## config.mk

```make
export PLATFORM = sky130hd
export DESIGN_NAME = shift_sequencer
export DESIGN_NICKNAME = d
export VERILOG_FILES = /design/src/rtl/shift_sequencer.sv
export SDC_FILE = /design/constraint.sdc
export NUM_CORES = 1
export LEC_CHECK = 0
export BUFFER_PORTS_ARGS = -buffer_cell sky130_fd_sc_hd__buf_2
export CAP_MARGIN = 20
export CORE_MARGIN = 2
export CORE_UTILIZATION = 40
export DETAILED_ROUTE_END_ITERATION = 6
export GPL_TIMING_DRIVEN = 1
export PLACE_DENSITY = 0.69
export SYNTH_ARGS = -nofsm -noshare
export SYNTH_HDL_FRONTEND = slang
export SYNTH_SLANG_ARGS = --single-unit
```

## constraint.sdc

```tcl
create_clock -name CLK -period 2.25 [get_ports CLK]
set_input_delay 0.225 -clock CLK [delete_from_list [all_inputs] [get_ports CLK]]
set_output_delay 0.225 -clock CLK [all_outputs]
set_load 0.03 [all_outputs]
```

## src/rtl/shift_sequencer.sv

```systemverilog
// shift_sequencer: drives a downstream 4-bit universal shift register through
// one load / shift / capture sequence per start request. The register is
// parallel-loaded, shifted 'count' times in the requested direction with a
// serial fill bit, and its parallel output is captured into 'result'.
// Every output comes straight from a flop, so no input reaches an output
// combinationally.
module shift_sequencer (
  input  logic       CLK,
  input  logic       Clear,
  input  logic       start,
  input  logic [3:0] data_in,
  input  logic       dir,
  input  logic [2:0] count,
  input  logic       fill,
  input  logic [3:0] A_par,
  output logic       s1,
  output logic       s0,
  output logic [3:0] I_par,
  output logic       MSB_in,
  output logic       LSB_in,
  output logic       busy,
  output logic       done,
  output logic [3:0] result
);

  typedef enum logic [2:0] {
    ST_IDLE    = 3'd0,
    ST_LOAD    = 3'd1,
    ST_SHIFT   = 3'd2,
    ST_CAPTURE = 3'd3,
    ST_DONE    = 3'd4
  } state_t;

  localparam logic [1:0] MODE_HOLD  = 2'b00;
  localparam logic [1:0] MODE_RIGHT = 2'b01;
  localparam logic [1:0] MODE_LEFT  = 2'b10;
  localparam logic [1:0] MODE_LOAD  = 2'b11;

  state_t     r_state;
  logic [1:0] r_mode;    // {s1,s0} for the state being entered
  logic [3:0] r_data;    // latched parallel load value
  logic       r_dir;     // latched direction, 1 = left
  logic [2:0] r_cnt;     // remaining shift cycles
  logic       r_msb;     // serial bit for right shifts
  logic       r_lsb;     // serial bit for left shifts
  logic       r_busy;
  logic       r_done;
  logic [3:0] r_result;

  // Sequencer FSM: the mode, busy and done flops are written together with
  // the state they belong to, so they change on the same edge as the state.
  always_ff @(posedge CLK or posedge Clear) begin
    if (Clear) begin
      r_state  <= ST_IDLE;
      r_mode   <= MODE_HOLD;
      r_data   <= 4'b0000;
      r_dir    <= 1'b0;
      r_cnt    <= 3'd0;
      r_msb    <= 1'b0;
      r_lsb    <= 1'b0;
      r_busy   <= 1'b0;
      r_done   <= 1'b0;
      r_result <= 4'b0000;
    end else begin
      case (r_state)
        ST_IDLE: begin
          r_done <= 1'b0;
          if (start) begin
            // Latch the whole request so later input changes cannot leak in.
            r_data  <= data_in;
            r_dir   <= dir;
            r_cnt   <= count;
            r_msb   <= ~dir & fill;
            r_lsb   <= dir & fill;
            r_mode  <= MODE_LOAD;
            r_busy  <= 1'b1;
            r_state <= ST_LOAD;
          end else begin
            r_mode  <= MODE_HOLD;
            r_busy  <= 1'b0;
          end
        end

        ST_LOAD: begin
          if (r_cnt != 3'd0) begin
            r_mode  <= r_dir ? MODE_LEFT : MODE_RIGHT;
            r_state <= ST_SHIFT;
          end else begin
            // Nothing to shift: go straight to the capture cycle.
            r_mode  <= MODE_HOLD;
            r_state <= ST_CAPTURE;
          end
        end

        ST_SHIFT: begin
          r_cnt <= r_cnt - 3'd1;
          if (r_cnt == 3'd1) begin
            r_mode  <= MODE_HOLD;
            r_state <= ST_CAPTURE;
          end
        end

        ST_CAPTURE: begin
          // The register has been holding for this whole cycle, so A_par is
          // settled with the final shifted value.
          r_result <= A_par;
          r_busy   <= 1'b0;
          r_done   <= 1'b1;
          r_state  <= ST_DONE;
        end

        ST_DONE: begin
          r_done  <= 1'b0;
          r_state <= ST_IDLE;
        end

        default: begin
          r_mode  <= MODE_HOLD;
          r_busy  <= 1'b0;
          r_done  <= 1'b0;
          r_state <= ST_IDLE;
        end
      endcase
    end
  end

  assign s1     = r_mode[1];
  assign s0     = r_mode[0];
  assign I_par  = r_data;
  assign MSB_in = r_msb;
  assign LSB_in = r_lsb;
  assign busy   = r_busy;
  assign done   = r_done;
  assign result = r_result;

endmodule

```

==> results.yml <==
pwr:
  p_seq_frac: 0.396
  power.density_nw_per_um2: 1540
  clkPwrFrac: 0.101
  internal-power_uw: 989
  leakagePower_uw: 0.000608
  switchingPower_uw: 822
  max-vdd-ir-drop_mv: 0.589
  p_comb_frac: 0.503
  power.share.switching: 0.454
place:
  place_ws_ps: 740
  numPortBuffers: 29
  place_congestion: 0.875
  dpl.hpwl_um: 1360
synth:
  ys_seq_area_frac: 0.524
  post-synth-top-area-cell: "dfrtp_1"
  avgSynthCellArea_um2: 11.3
  synth_edf_count: 0
  yosys_most_used_dff: "dfrtp_1"
  yosysWarnings: 0
  synth-async-reset-ratio: 1.00
  yosysUniqueCellTypes: 31
  netlist_area_um2: 1000
  synth_top_cell_area_share: 0.524
  yosys-top-cells-area: "dfrtp_1 (52%), nand2_1 (6.4%), mux2_2 (4.5%), ha_1 (3.7%), a221o_1 (3.0%)"
  syn_nets: 108
  ys_ff_latch: 21
  syn_inst: 89
timing:
  min_period_over_period: 0.683
  period_minus_slack_ps: 1540
  fin_skew_ps: 3.09
  worst_pin_slew_ps: 770
  finalWorstSetupSlack_ps: 712
  hold_viol: 0
  setup_viol: 0
  drv_slew: 0
  fmax_mhz: 650
  max-slew-margin-rel: 0.486
  rsz0062_at_grt: "false"
  finalSetupTns_ps: 0
routing:
  drt_first_pass_iters: 4
  wire_per_inst_um: 12.8
  via_count: 719
  wirelength_um: 1890
  antenna_left: 0
  drc_errors: 0
  drtIter0Drc: 11
  avgViaCountPerCell: 4.86
setup_path:
  cpPeakStageDelay_ps: 530
  r2r-end: "r_cnt[2]"
  reg2regPathDepth: 3
  r2r_start: "r_state[2]"
  arrival_ps: 1750
  r2r_slack_ps: 710
  cp_max_fo: 9
  critPathKind: "reg2reg"
  start_kind: "flop"
  crit_chain: "nor4b_4 > a211oi_1 > a311oi_1"
  cp.required_ps: 2460
  cpLargestDelayFamily: "simple AND/OR/NAND/NOR gates"
  end_kind: "flop"
  critical_path_buf_inv_count: 0
  slowest_stage: "nor4b_4"
die:
  start_util: 0.412
  chipHeight_um: 54.1
  core_area_um2: 2430
  num_rows: 18
  dieArea_um2: 2920
  io_pins: 30
  die_width_um: 54.1
clock_tree:
  cts_root_buf: "clkbuf_4"
  cts_hold_buffers: 0
  numCtsBuffers: 3
  clock_path_buffers: 2
  path_clk_slew_ps: 110
  cts_resized: 0
  worstSkewPairLatency_ps: 310
  postCtsSetupRepairBufs: 0
  cts_tree: "built"
  htree_levels: 1
  cts_num_sinks: 21
run:
  drv_cap: 0
worst_hold_path:
  min-delay-path-class: "in2async"
global_route:
  grt_pass1_wl_um: 3050
  antenna_found_initial: 0
  grtUsageTotal: 0.150
  overflow: 0
  first_global_vias: 680
  grt_max_degree: 22
finish:
  drive_above_1_share: 0.364
  multi_input_comb_area_um2: 412
  antenna_cells: 0
  seq_area_um2: 526
  fin_nets: 138
  num-fill-cells: 242
  area_delta_synth_final_pct: 17.4
status:
  status: "finished, final reports clean"
[final cells by class]
class                           instances  share of cell area
Clock buffer                            4              0.0223
Inverter                                6              0.0191
Multi-Input combinational cell         57               0.350
Sequential cell                        21               0.447
Tap cell                               30              0.0319
Timing Repair Buffer                   30               0.130
[cells in the final DEF, fill, tap and decap left out]
| cell type | netlist | final |
|---|---|---|
| nand2_1 | 17 | 17 |
| or3b_1 | 1 | 1 |
| or4b_4 | 1 | 1 |
| nor3b_1 | 1 | 1 |
| a311oi_1 | 1 | 1 |
| buf_2 | 1 | 29 |
| buf_4 | 2 | 1 |
| clkbuf_4 | 0 | 3 |
| a221o_1 | 3 | 3 |
| o21ai_0 | 1 | 1 |
| a21oi_1 | 1 | 1 |
| a211oi_1 | 2 | 2 |
| nand3b_1 | 1 | 1 |
| nand2b_1 | 3 | 3 |
| nor4b_4 | 1 | 1 |
| nor2_1 | 1 | 1 |
| nor4_1 | 1 | 1 |
| nor3b_4 | 1 | 1 |
| nand3_1 | 1 | 1 |
| nor3_1 | 3 | 3 |
| dfrtp_1 | 21 | 21 |
| clkbuf_1 | 0 | 1 |
| nor2_2 | 2 | 2 |
| a211o_1 | 1 | 1 |
| mux2_2 | 4 | 4 |
| ha_1 | 3 | 3 |
| o21ai_1 | 2 | 2 |
| nor2_4 | 1 | 1 |
| inv_1 | 6 | 6 |
| a21o_1 | 2 | 2 |
| xnor2_1 | 1 | 1 |
| nor2b_1 | 1 | 1 |
[synthesized netlist by cell type, types with 2 or more instances]
| cell | n |
|---|---|
| nand2b_1 | 3 |
| mux2_2 | 4 |
| o21ai_1 | 2 |
| ha_1 | 3 |
| a211oi_1 | 2 |
| a221o_1 | 3 |
| nor2_2 | 2 |
| inv_1 | 6 |
| buf_6 | 2 |
| nor3_1 | 3 |
| nand2_1 | 17 |
| buf_4 | 2 |
| a21o_1 | 2 |
| dfrtp_1 | 21 |
[state kept, by name (all words and copies together) (netlist names)]
| register | flops |
|---|---|
| MSB_in | 1 |
| r_dir | 1 |
| LSB_in | 1 |
| done | 1 |
| r_cnt | 3 |
| r_mode | 2 |
| I_par | 4 |
| busy | 1 |
| result | 4 |
| r_state | 3 |
[worst max path at each step]
stage                          start        to  slack (ps)  depth (start not counted)
after floorplan           r_state[2]  r_cnt[2]         850                          5
after global placement    r_state[2]  r_cnt[1]         800                          3
after detailed placement  r_state[2]  r_cnt[2]         740                          3
after CTS                 r_state[2]  r_cnt[2]         720                          3
after global routing      r_state[2]  r_cnt[2]         630                          3
final                     r_state[2]  r_cnt[2]         710                          3
[stage by stage]
stage,cell area (µm²),util,std cells,hold WS (ps),power (µW)
floorplan,1000,-,89,202,1450
global placement,1150,0.473,144,406,1610
detailed placement,1150,0.473,144,419,1640
CTS,1180,0.484,148,63.9,1830
global route,1180,0.484,148,90.3,1960
finish,1180,0.484,148,33.7,1810
[power by group through the flow]
stage	Clock, µW	Sequential [µW]	Combinational, µW
3_5_place_dp	0	723	920
6_report	183	717	910
2_1_floorplan	0	869	579
5_1_grt	209	744	1000
4_1_cts	195	717	922
3_3_place_gp	0	713	902
[per-layer routing]
| metal | track usage | wire, µm | vias up |
|---|---|---|---|
| met4 | 0.113 | 47 | 0 |
| met3 | 0.0194 | 72 | 4 |
| met5 | 0 | 0 | - |
| met1 | 0.193 | 902 | 339 |
| met2 | 0.230 | 868 | 15 |
| li1 | - | - | 361 |
[cell families after synthesis]
group	count (synthesis)	synth area share
adders and majority gates	3	0.0375
buffers and inverters	11	0.0649
AOI/OAI and AO/OA	13	0.0974
DFF	21	0.524
and+or+nand+nor	36	0.222
muxes	4	0.0449
xor gates and xnor gates	1	0.00874
(Power assumes the default switching activity.)
